<file path="config.mk">
export PLATFORM = sky130hd
export DESIGN_NAME = lead_run_expand
export DESIGN_NICKNAME = d
export VERILOG_FILES = /design/src/rtl/lead_run_expand_pkg.sv /design/src/rtl/lead_run_expand_byte_gen.sv /design/src/rtl/lead_run_expand.sv
export SDC_FILE = /design/constraint.sdc
export NUM_CORES = 1
export LEC_CHECK = 0
export ABC_AREA = 1
export BUFFER_PORTS_ARGS = -buffer_cell sky130_fd_sc_hd__buf_2
export CELL_PAD_IN_SITES_DETAIL_PLACEMENT = 0
export CELL_PAD_IN_SITES_GLOBAL_PLACEMENT = 1
export CORE_MARGIN = 2
export CORE_UTILIZATION = 42
export DETAILED_ROUTE_END_ITERATION = 10
export GPL_TIMING_DRIVEN = 0
export PLACE_DENSITY_LB_ADDON = 0.1
export SYNTH_ARGS = -nofsm -noshare
export SYNTH_HDL_FRONTEND = slang
export SYNTH_HIERARCHICAL = 1
export SYNTH_SLANG_ARGS = --single-unit
</file>
<file path="constraint.sdc">
create_clock -name clk -period 6.3 [get_ports clk]
set_input_delay 0.315 -clock clk [delete_from_list [all_inputs] [get_ports clk]]
set_output_delay 0.315 -clock clk [all_outputs]
set_load 0.005 [all_outputs]
</file>
<file path="src/rtl/lead_run_expand_pkg.sv">
// Shared EX-stage definitions for the lead-run expander: state encoding, geometry
// and helpers for count saturation and per-byte leading-run counting.
package lead_run_expand_pkg;

  localparam int unsigned BYTE_W     = 8;
  localparam int unsigned WORD_BYTES = 4;
  localparam int unsigned COUNT_MAX  = 32;

  typedef enum logic [1:0] {
    StIdle,
    StRun,
    StDone
  } state_e;

  function automatic logic [5:0] sat_count(input logic [5:0] count);
    return (count > 6'(COUNT_MAX)) ? 6'(COUNT_MAX) : count;
  endfunction

  // Number of leading (MSB-first) bits of data equal to run_bit, 0..8.
  function automatic logic [3:0] lead_count_byte(input logic [7:0] data, input logic run_bit);
    logic [3:0] n;
    logic       stop;
    n    = '0;
    stop = 1'b0;
    for (int i = BYTE_W - 1; i >= 0; i--) begin
      if (!stop && (data[i] == run_bit)) begin
        n = n + 4'd1;
      end else begin
        stop = 1'b1;
      end
    end
    return n;
  endfunction

endpackage

</file>
<file path="src/rtl/lead_run_expand_byte_gen.sv">
// One thermometer byte: rem_count MSBs equal to run_bit, the rest its complement.
module lead_run_byte_gen (
  input  logic [3:0] rem_count,
  input  logic       run_bit,
  output logic [7:0] byte_data
);

  logic [7:0] mask;

  // Shifting by 8 empties the register, so rem_count=8 yields an all-ones mask.
  always_comb begin
    mask      = ~(8'hFF >> rem_count);
    byte_data = run_bit ? mask : ~mask;
  end

endmodule

</file>
<file path="src/rtl/lead_run_expand.sv">
// Run-length to thermometer-word expander, one byte per cycle, MSB byte first.
// Optional self-check enabled by defining LEAD_RUN_EXPAND_CHECK_EN.
module lead_run_expand
  import lead_run_expand_pkg::*;
(
  input  logic        clk,
  input  logic        rst,
  input  logic        flush,
  input  logic        in_valid,
  output logic        in_ready,
  input  logic [5:0]  in_count,
  input  logic        in_bit,
  output logic        out_valid,
  input  logic        out_ready,
  output logic [31:0] out_data,
  output logic [5:0]  out_count,
  output logic        check_err
);

  state_e      state_q, state_d;
  logic [2:0]  idx_q, idx_d;
  logic        run_bit_q, run_bit_d;
  logic [31:0] out_data_q, out_data_d;
  logic [5:0]  out_count_q, out_count_d;

  logic [5:0]  base;
  logic [3:0]  rem_count;
  logic [7:0]  gen_byte;

  // Bits of the run still owed to byte idx: clip(count - 8*idx, 0, 8).
  always_comb begin
    base = {idx_q[1:0], 3'b000};
    if (out_count_q <= base) begin
      rem_count = 4'd0;
    end else if (out_count_q >= base + 6'd8) begin
      rem_count = 4'd8;
    end else begin
      rem_count = 4'(out_count_q - base);
    end
  end

  lead_run_byte_gen u_byte_gen (
    .rem_count (rem_count),
    .run_bit   (run_bit_q),
    .byte_data (gen_byte)
  );

  always_comb begin
    state_d     = state_q;
    idx_d       = idx_q;
    run_bit_d   = run_bit_q;
    out_data_d  = out_data_q;
    out_count_d = out_count_q;
    if (flush) begin
      state_d     = StIdle;
      idx_d       = '0;
      out_data_d  = '0;
      out_count_d = '0;
    end else begin
      unique case (state_q)
        StIdle: begin
          if (in_valid) begin
            out_count_d = sat_count(in_count);
            run_bit_d   = in_bit;
            idx_d       = '0;
            state_d     = StRun;
          end
        end
        StRun: begin
          // idx reaches 4 on the edge that writes the last byte; DONE follows one edge later.
          if (idx_q == 3'(WORD_BYTES)) begin
            state_d = StDone;
          end else begin
            case (idx_q[1:0])
              2'd0:    out_data_d[31:24] = gen_byte;
              2'd1:    out_data_d[23:16] = gen_byte;
              2'd2:    out_data_d[15:8]  = gen_byte;
              default: out_data_d[7:0]   = gen_byte;
            endcase
            idx_d = idx_q + 3'd1;
          end
        end
        StDone: begin
          if (out_ready) begin
            state_d = StIdle;
          end
        end
        default: state_d = StIdle;
      endcase
    end
  end

  always_ff @(posedge clk or posedge rst) begin
    if (rst) begin
      state_q     <= StIdle;
      idx_q       <= '0;
      run_bit_q   <= 1'b0;
      out_data_q  <= '0;
      out_count_q <= '0;
    end else begin
      state_q     <= state_d;
      idx_q       <= idx_d;
      run_bit_q   <= run_bit_d;
      out_data_q  <= out_data_d;
      out_count_q <= out_count_d;
    end
  end

  assign in_ready  = (state_q == StIdle);
  assign out_valid = (state_q == StDone);
  assign out_data  = out_data_q;
  assign out_count = out_count_q;

`ifdef LEAD_RUN_EXPAND_CHECK_EN
  logic       check_err_q;
  logic [5:0] recount;
  logic       mismatch;

  // Recount from the visible word, extending across bytes only while each byte is full.
  always_comb begin
    logic       full;
    logic [3:0] c;
    recount = '0;
    full    = 1'b1;
    for (int k = 0; k < int'(WORD_BYTES); k++) begin
      c = lead_count_byte(out_data[31 - 8 * k -: 8], run_bit_q);
      if (full) begin
        recount = recount + 6'(c);
        full    = (c == 4'd8);
      end
    end
    mismatch = (state_q == StDone) && (recount != out_count_q);
  end

  always_ff @(posedge clk or posedge rst) begin
    if (rst) begin
      check_err_q <= 1'b0;
    end else if (mismatch) begin
      check_err_q <= 1'b1;
    end
  end

  assign check_err = check_err_q;
`else
  assign check_err = 1'b0;
`endif

endmodule

</file>
# --- After elaboration in Yosys (flattened, before gate mapping) ---
# Cells that the tools add are included.
word_totals:
  reg_bits: 44
  inputBits: 12
  output_inout_bits: 41
  word_cells: 70
classes:
  n_addsub: 3
  n_lt_le_gt_ge: 3
  eq_ne: 11
  shifts: 1
  n_mux: 23
  n_bitwise: 3
  reduce_logical: 18
op_table:
  columns: ["operator", "n"]
  rows:
  - ["32-bit 2-to-1 mux", 3]
  - ["8-bit 2-to-1 mux", 5]
  - ["6-bit 2-to-1 mux", 4]
  - ["3-bit AND reduction", 7]
  - ["8-bit inverter", 2]
  - ["2-bit nonzero test", 6]
  - ["3-bit 2-to-1 mux", 3]
  - ["3-bit != test, second input constant", 3]
  - ["2-bit 2-to-1 mux", 4]
  - ["4-bit 2-to-1 mux", 2]
  - ["8-bit by 4-bit >> shifter with 8-bit output, first input constant", 1]
  - ["5-bit by 4-bit adder with 6-bit output, second input constant", 1]
  - ["6-bit greater-or-equal comparator", 1]
  - ["6-bit greater-than comparator, second input constant", 1]
  - ["6-bit by 5-bit less-or-equal comparator with 1-bit output", 1]
  - ["2-bit one-hot mux with 3 select lines", 1]
  - ["3-bit one-hot mux with 2 select lines", 1]
  - ["2-bit by 1-bit == test with 1-bit output, second input constant", 2]
  - ["2-bit == test, second input constant", 2]
  - ["2-bit zero test", 2]
  - ["4-bit subtractor", 1]
  - ["3-bit by 1-bit adder with 3-bit output, second input constant", 1]
  - ["3-bit == test, second input constant", 1]
  - ["3-bit by 2-bit != test with 1-bit output, second input constant", 1]
  - ["other kinds (6)", 6]

# --- Depth between registers and ports, before layout ---
logic_depth:
  ltp_word: 12
  depth_mapped: 17
  depth_no_buf: 17

# --- By module ---
# Netlist, hierarchy kept.
modules_own_cells:
  columns: ["module", "n_inst", "cells_per_inst", "area_per_inst_um2"]
  rows:
  - ["lead_run_expand", 1, 274, 2184.6]
  - ["lead_run_byte_gen", 1, 36, 167.7]

# --- Least setup slack after synthesis ---
# Ideal clock, no wire load.
synth_timing:
  path_kind: "register to register"
  startpoint: "reg idx_q[0]"
  endpoint: "reg out_data_q[10] (netlist: out_data[10])"
  setup_time_ns: 0.065
  t_arrival_ns: 2.291
  required_time_ns: 6.235
  setup_slack_ns: 3.944
  stages_incl_launch_ff: 17
  path_buffers: 0
  period_less_slack_ns: 2.356
  path_cell_list: "dfrtp_1 -> inv_1 -> ha_1 -> inv_1 -> ha_1 -> nand2_1 -> nor2_1 -> nor2_1 -> nand3_1 -> nor2_1 -> nand2_1 -> nand2_1 -> xor2_1 -> inv_1 -> nor2_1 -> nand2_1 -> nand2_1"
synth_between:
  elab_chain_len: 12
  elab_cells_between_ends: 19
  classes_between: "2 x add/sub; 2 x order compare; 3 x eq/ne; 1 x shift; 7 x mux; 2 x bitwise; 2 x reduce/logical"
synth_rtl:
  columns: ["item", "line_no", "source"]
  rows:
  - ["start, declared", "lead_run_expand.sv:21", "logic [2:0] idx_q, idx_d;"]
  - ["start signal, assigned", "lead_run_expand.sv:102", "idx_q <= idx_d;"]
  - ["5-bit by 4-bit adder with 6-bit output", "lead_run_expand.sv:35", "end else if (out_count_q >= base + 6'd8) begin"]
  - ["6-bit greater-or-equal comparator", "lead_run_expand.sv:35", null]
  - ["4-bit 2-to-1 mux", "lead_run_expand.sv:35", null]
  - ["4-bit 2-to-1 mux *", "lead_run_expand.sv:33", "if (out_count_q <= base) begin"]
  - ["net rem_count[1]", "lead_run_expand.sv:27", "logic [3:0] rem_count;"]
  - ["8-bit by 4-bit >> shifter with 8-bit output *", "lead_run_expand_byte_gen.sv:12", "mask = ~(8'hFF >> rem_count);"]
  - ["8-bit inverter *", "lead_run_expand_byte_gen.sv:12", null]
  - ["8-bit inverter", "lead_run_expand_byte_gen.sv:13", "byte_data = run_bit ? mask : ~mask;"]
  - ["8-bit 2-to-1 mux *", "lead_run_expand_byte_gen.sv:13", null]
  - ["net gen_byte[2]", "lead_run_expand.sv:28", "logic [7:0] gen_byte;"]
  - ["8-bit 2-to-1 mux *", "lead_run_expand.sv:74", "case (idx_q[1:0])"]
  - ["32-bit 2-to-1 mux *", "lead_run_expand.sv:71", "if (idx_q == 3'(WORD_BYTES)) begin"]
  - ["32-bit 2-to-1 mux *", "lead_run_expand.sv:60", "unique case (state_q)"]
  - ["32-bit 2-to-1 mux *", "lead_run_expand.sv:54", "if (flush) begin"]
  - ["end signal, assigned", "lead_run_expand.sv:104", "out_data_q <= out_data_d;"]
  - ["end, declared", "lead_run_expand.sv:23", "logic [31:0] out_data_q, out_data_d;"]
# Mark *: on every way through the listed nets, which the timed path passes. The rest lies on a longest branch. The select of a mux whose other input is x is not followed.
# A chain may end at the register's enable or synchronous reset.

# --- Worst setup path after layout ---
layout_timing:
  startpoint: "reg idx_q[0]"
  endpoint: "reg out_data_q[25] (netlist: out_data[25])"
# Same word-level chain as after synthesis.

==> flow_summary.json <==
{
  "run_status": "completed",
  "async_reset_ff_share_pct": 100.0,
  "critical_path.cell_chain": "inv_1 -> ha_1 -> inv_1 -> ha_1 -> nand2_1 -> nor2_1 -> nor2_1 -> nand3_1 -> nor2_1 -> nand3_1 -> nand2_1 -> nand2_1 -> nand2_1 -> inv_1 -> nor2_1 -> nand2_1 -> nand2_1",
  "final_util_pct": 51.85,
  "crit_path_end_kind": "flip-flop",
  "synth_top_area_cell": "dfrtp_1",
  "reg2reg_depth": 17,
  "crit_type": "reg2reg",
  "synthesis.area_um2": 2352,
  "clk_pin_slew_worst_paths_ps": 90,
  "power_frac_seq_pct": 42.3,
  "initialDrtViolationCount": 69,
  "hp-class": "in2reg",
  "clkLatencyLatePin_ps": 290,
  "core_um2": 5473,
  "period_minus_slack_ps": 2856,
  "crit_top_cell": "nand2_1",
  "p_sw_mw": 0.2574,
  "synth.most_common_cell": "nand2_1",
  "critPathCapture": "out_data[25]",
  "pwr-share-comb_pct": 28.2,
  "final_antenna_net_count": 0,
  "r2r-start": "idx_q[0]",
  "cp.depth": 17,
  "clock.fmax_mhz": 350.1,
  "synth-seq-area-share_pct": 46.81,
  "total_power_mw": 0.7504,
  "clock_sinks": 44,
  "worstHoldPathCells": 3,
  "ys_top_cells_by_count": "143 x nand2_1, 44 x dfrtp_1, 30 x inv_1",
  "syn_nets": 331,
  "portBuffers": 50,
  "synth_edf_count": 0,
  "required_ps": 6540,
  "finalHoldViolCount": 0,
  "synth_cells": 310,
  "dp_slack_ps": 3429,
  "drive_gt1_share_pct": 22.43,
  "io_pins": 53,
  "synth_ff_type": "dfrtp_1",
  "die_w_um": 78.84,
  "grt-ovfl-total": 0,
  "cellLeakagePower_nw": 1.759,
  "gp_congestion": 0.7351,
  "synthToLayoutAreaGrowth_pct": 20.64,
  "timing.rr.end": "out_data[25]",
  "ys_warn_count": 6,
  "arrival_ps": 3090,
  "cpPeakStageDelay_ps": 410,
  "first_pass_iters": 4,
  "power_frac_clock_pct": 29.5,
  "slew_violations": 0,
  "cts_tree": "built",
  "dp_hpwl_mm": 3.745,
  "internal_power_mw": 0.4930,
  "tns_ps": 0,
  "synth_area_per_cell_um2": 7.588,
  "cts_max_level": 2,
  "ys_ff_latch": 44,
  "grt_usage_pct": 17.45,
  "critPathMaxFanout": 7,
  "startpoint_type": "flip-flop",
  "post-synth-top-area-fraction_pct": 46.81,
  "fin_area_um2": 2838,
  "synthTopCellsByArea": "dfrtp_1 47%, nand2_1 23%, ha_1 4.8%",
  "wl_per_cell_um": 11.46,
  "critPathTopFamily": "simple AND/OR/NAND/NOR gates",
  "fp.dieArea_um2": 6215,
  "postPlaceCellArea_um2": 2713,
  "antenna_found_initial": 0,
  "timing.final.crit_share_pct": 45.33,
  "vias": 1980,
  "rows": 27,
  "setup_viol": 0,
  "worst_slack_ps": 3444,
  "rsz0062_at_grt": "false",
  "grt_pass1_wl_mm": 8.431,
  "irDropWorstVdd_v": 0.0001191,
  "grt_max_degree": 29,
  "drv_cap": 0,
  "antennaDiodeCount": 0,
  "grt_pass1_vias": 1757,
  "r2r_slack_ps": 3440,
  "slowest_stage": "dfrtp_1",
  "ys_types": 23,
  "cts_buffer_depth": 2,
  "initial_utilization_pct": 42.98,
  "cts.root.buffer_cell": "clkbuf_8",
  "postCtsHoldBufs": 1,
  "p_per_area_nw_per_um2": 264.4,
  "routed_wl_mm": 5.065,
  "vias_per_cell": 4.480,
  "swShare_pct": 34.30,
  "crit_buf_inv": 3,
  "crit_path_start": "idx_q[0]",
  "cts_buffers": 5,
  "cts_setup_buffers": 0,
  "finClkSkew_ps": 6.689,
  "post_cts_resized": 0,
  "drc": 0,
  "die_h_um": 78.84,
  "nets": 390
}
state kept, by name, summed over array words and instances (netlist names):
register,count
out_count,6
state_q,2
idx_q,3
run_bit_q,1
out_data,32
layout make-up:
cell class                      instances  area, um^2
Buffer                                  4       22.52
Clock buffer                            5       68.82
Clock inverter                          3       46.29
Fill cell                             574        2635
Inverter                               35       131.4
Multi-Input combinational cell        227        1097
Sequential cell                        44        1101
Tap cell                               72       90.09
Timing Repair Buffer                   52       280.3
placed cells by master (no fill, tap or decap):
master,instances
xnor2_1,1
dlygate4sd3_1,1
o21ai_0,4
buf_2,53
nor2_1,26
clkinvlp_4,1
dfrtp_1,44
bufinv_16,1
nand3_4,1
nand4_1,2
nor2_2,6
clkbuf_8,5
xor2_1,2
inv_6,1
conb_1,1
nor3_1,1
nand2_1,143
nand3_1,16
o22ai_1,2
inv_1,29
ha_1,9
o21ai_1,6
nand2_2,1
buf_4,1
nor2_8,4
nand3_2,1
inv_2,6
a21oi_2,1
buf_12,1
tightest hold or removal path, delay by kind of cell:
| family | cells | cell delay, ps |
|---|---|---|
| AO/OA/AOI/OAI | 1 | 60 |
| buffers and inverters | 2 | 130 |
worst min-delay path by stage:
stage / start / end / slack, ps
2_1_floorplan: in_bit / run_bit_q / 450
3_3_place_gp: out_data[4] / out_data[4] / 450
3_5_place_dp: rst / run_bit_q / 320
4_1_cts: in_bit / run_bit_q / 240
5_1_grt: in_count[4] / out_count[4] / 250
6_report: in_bit / run_bit_q / 240
logic make-up after synthesis:
group	count (synthesis)	share of synthesized area, %
and+or+nand+nor	201	37.55
DFF	44	46.81
buffers and inverters	39	6.543
AOI/OAI and AO/OA	13	3.032
adders and majority gates	9	4.787
xor gates and xnor gates	3	1.117
other	1	0.1594
power by group through the flow:
| stage | sequential (mW) | combinational (mW) | clock (mW) |
|---|---|---|---|
| after global placement | 0.323 | 0.213 | 0 |
| final | 0.317 | 0.212 | 0.221 |
| after global routing | 0.320 | 0.245 | 0.242 |
| after detailed placement | 0.323 | 0.214 | 0 |
| after CTS | 0.318 | 0.216 | 0.228 |
| after floorplan | 0.323 | 0.150 | 0 |
layer usage:
metal / global-route usage (%) / wire length [um]
met1: 24.05 / 2425
met2: 28.29 / 2364
met3: 2.727 / 241
met4: 5.690 / 34
met5: 0 / 0
per-stage QoR:
step,std cells,hold WS (ps)
CTS,442,237.8
global route,442,245.2
floorplan,310,447.8
finish,442,244.2
detailed placement,433,323.5
global placement,432,450.1
No activity file was read; power rests on OpenSTA's default activity.
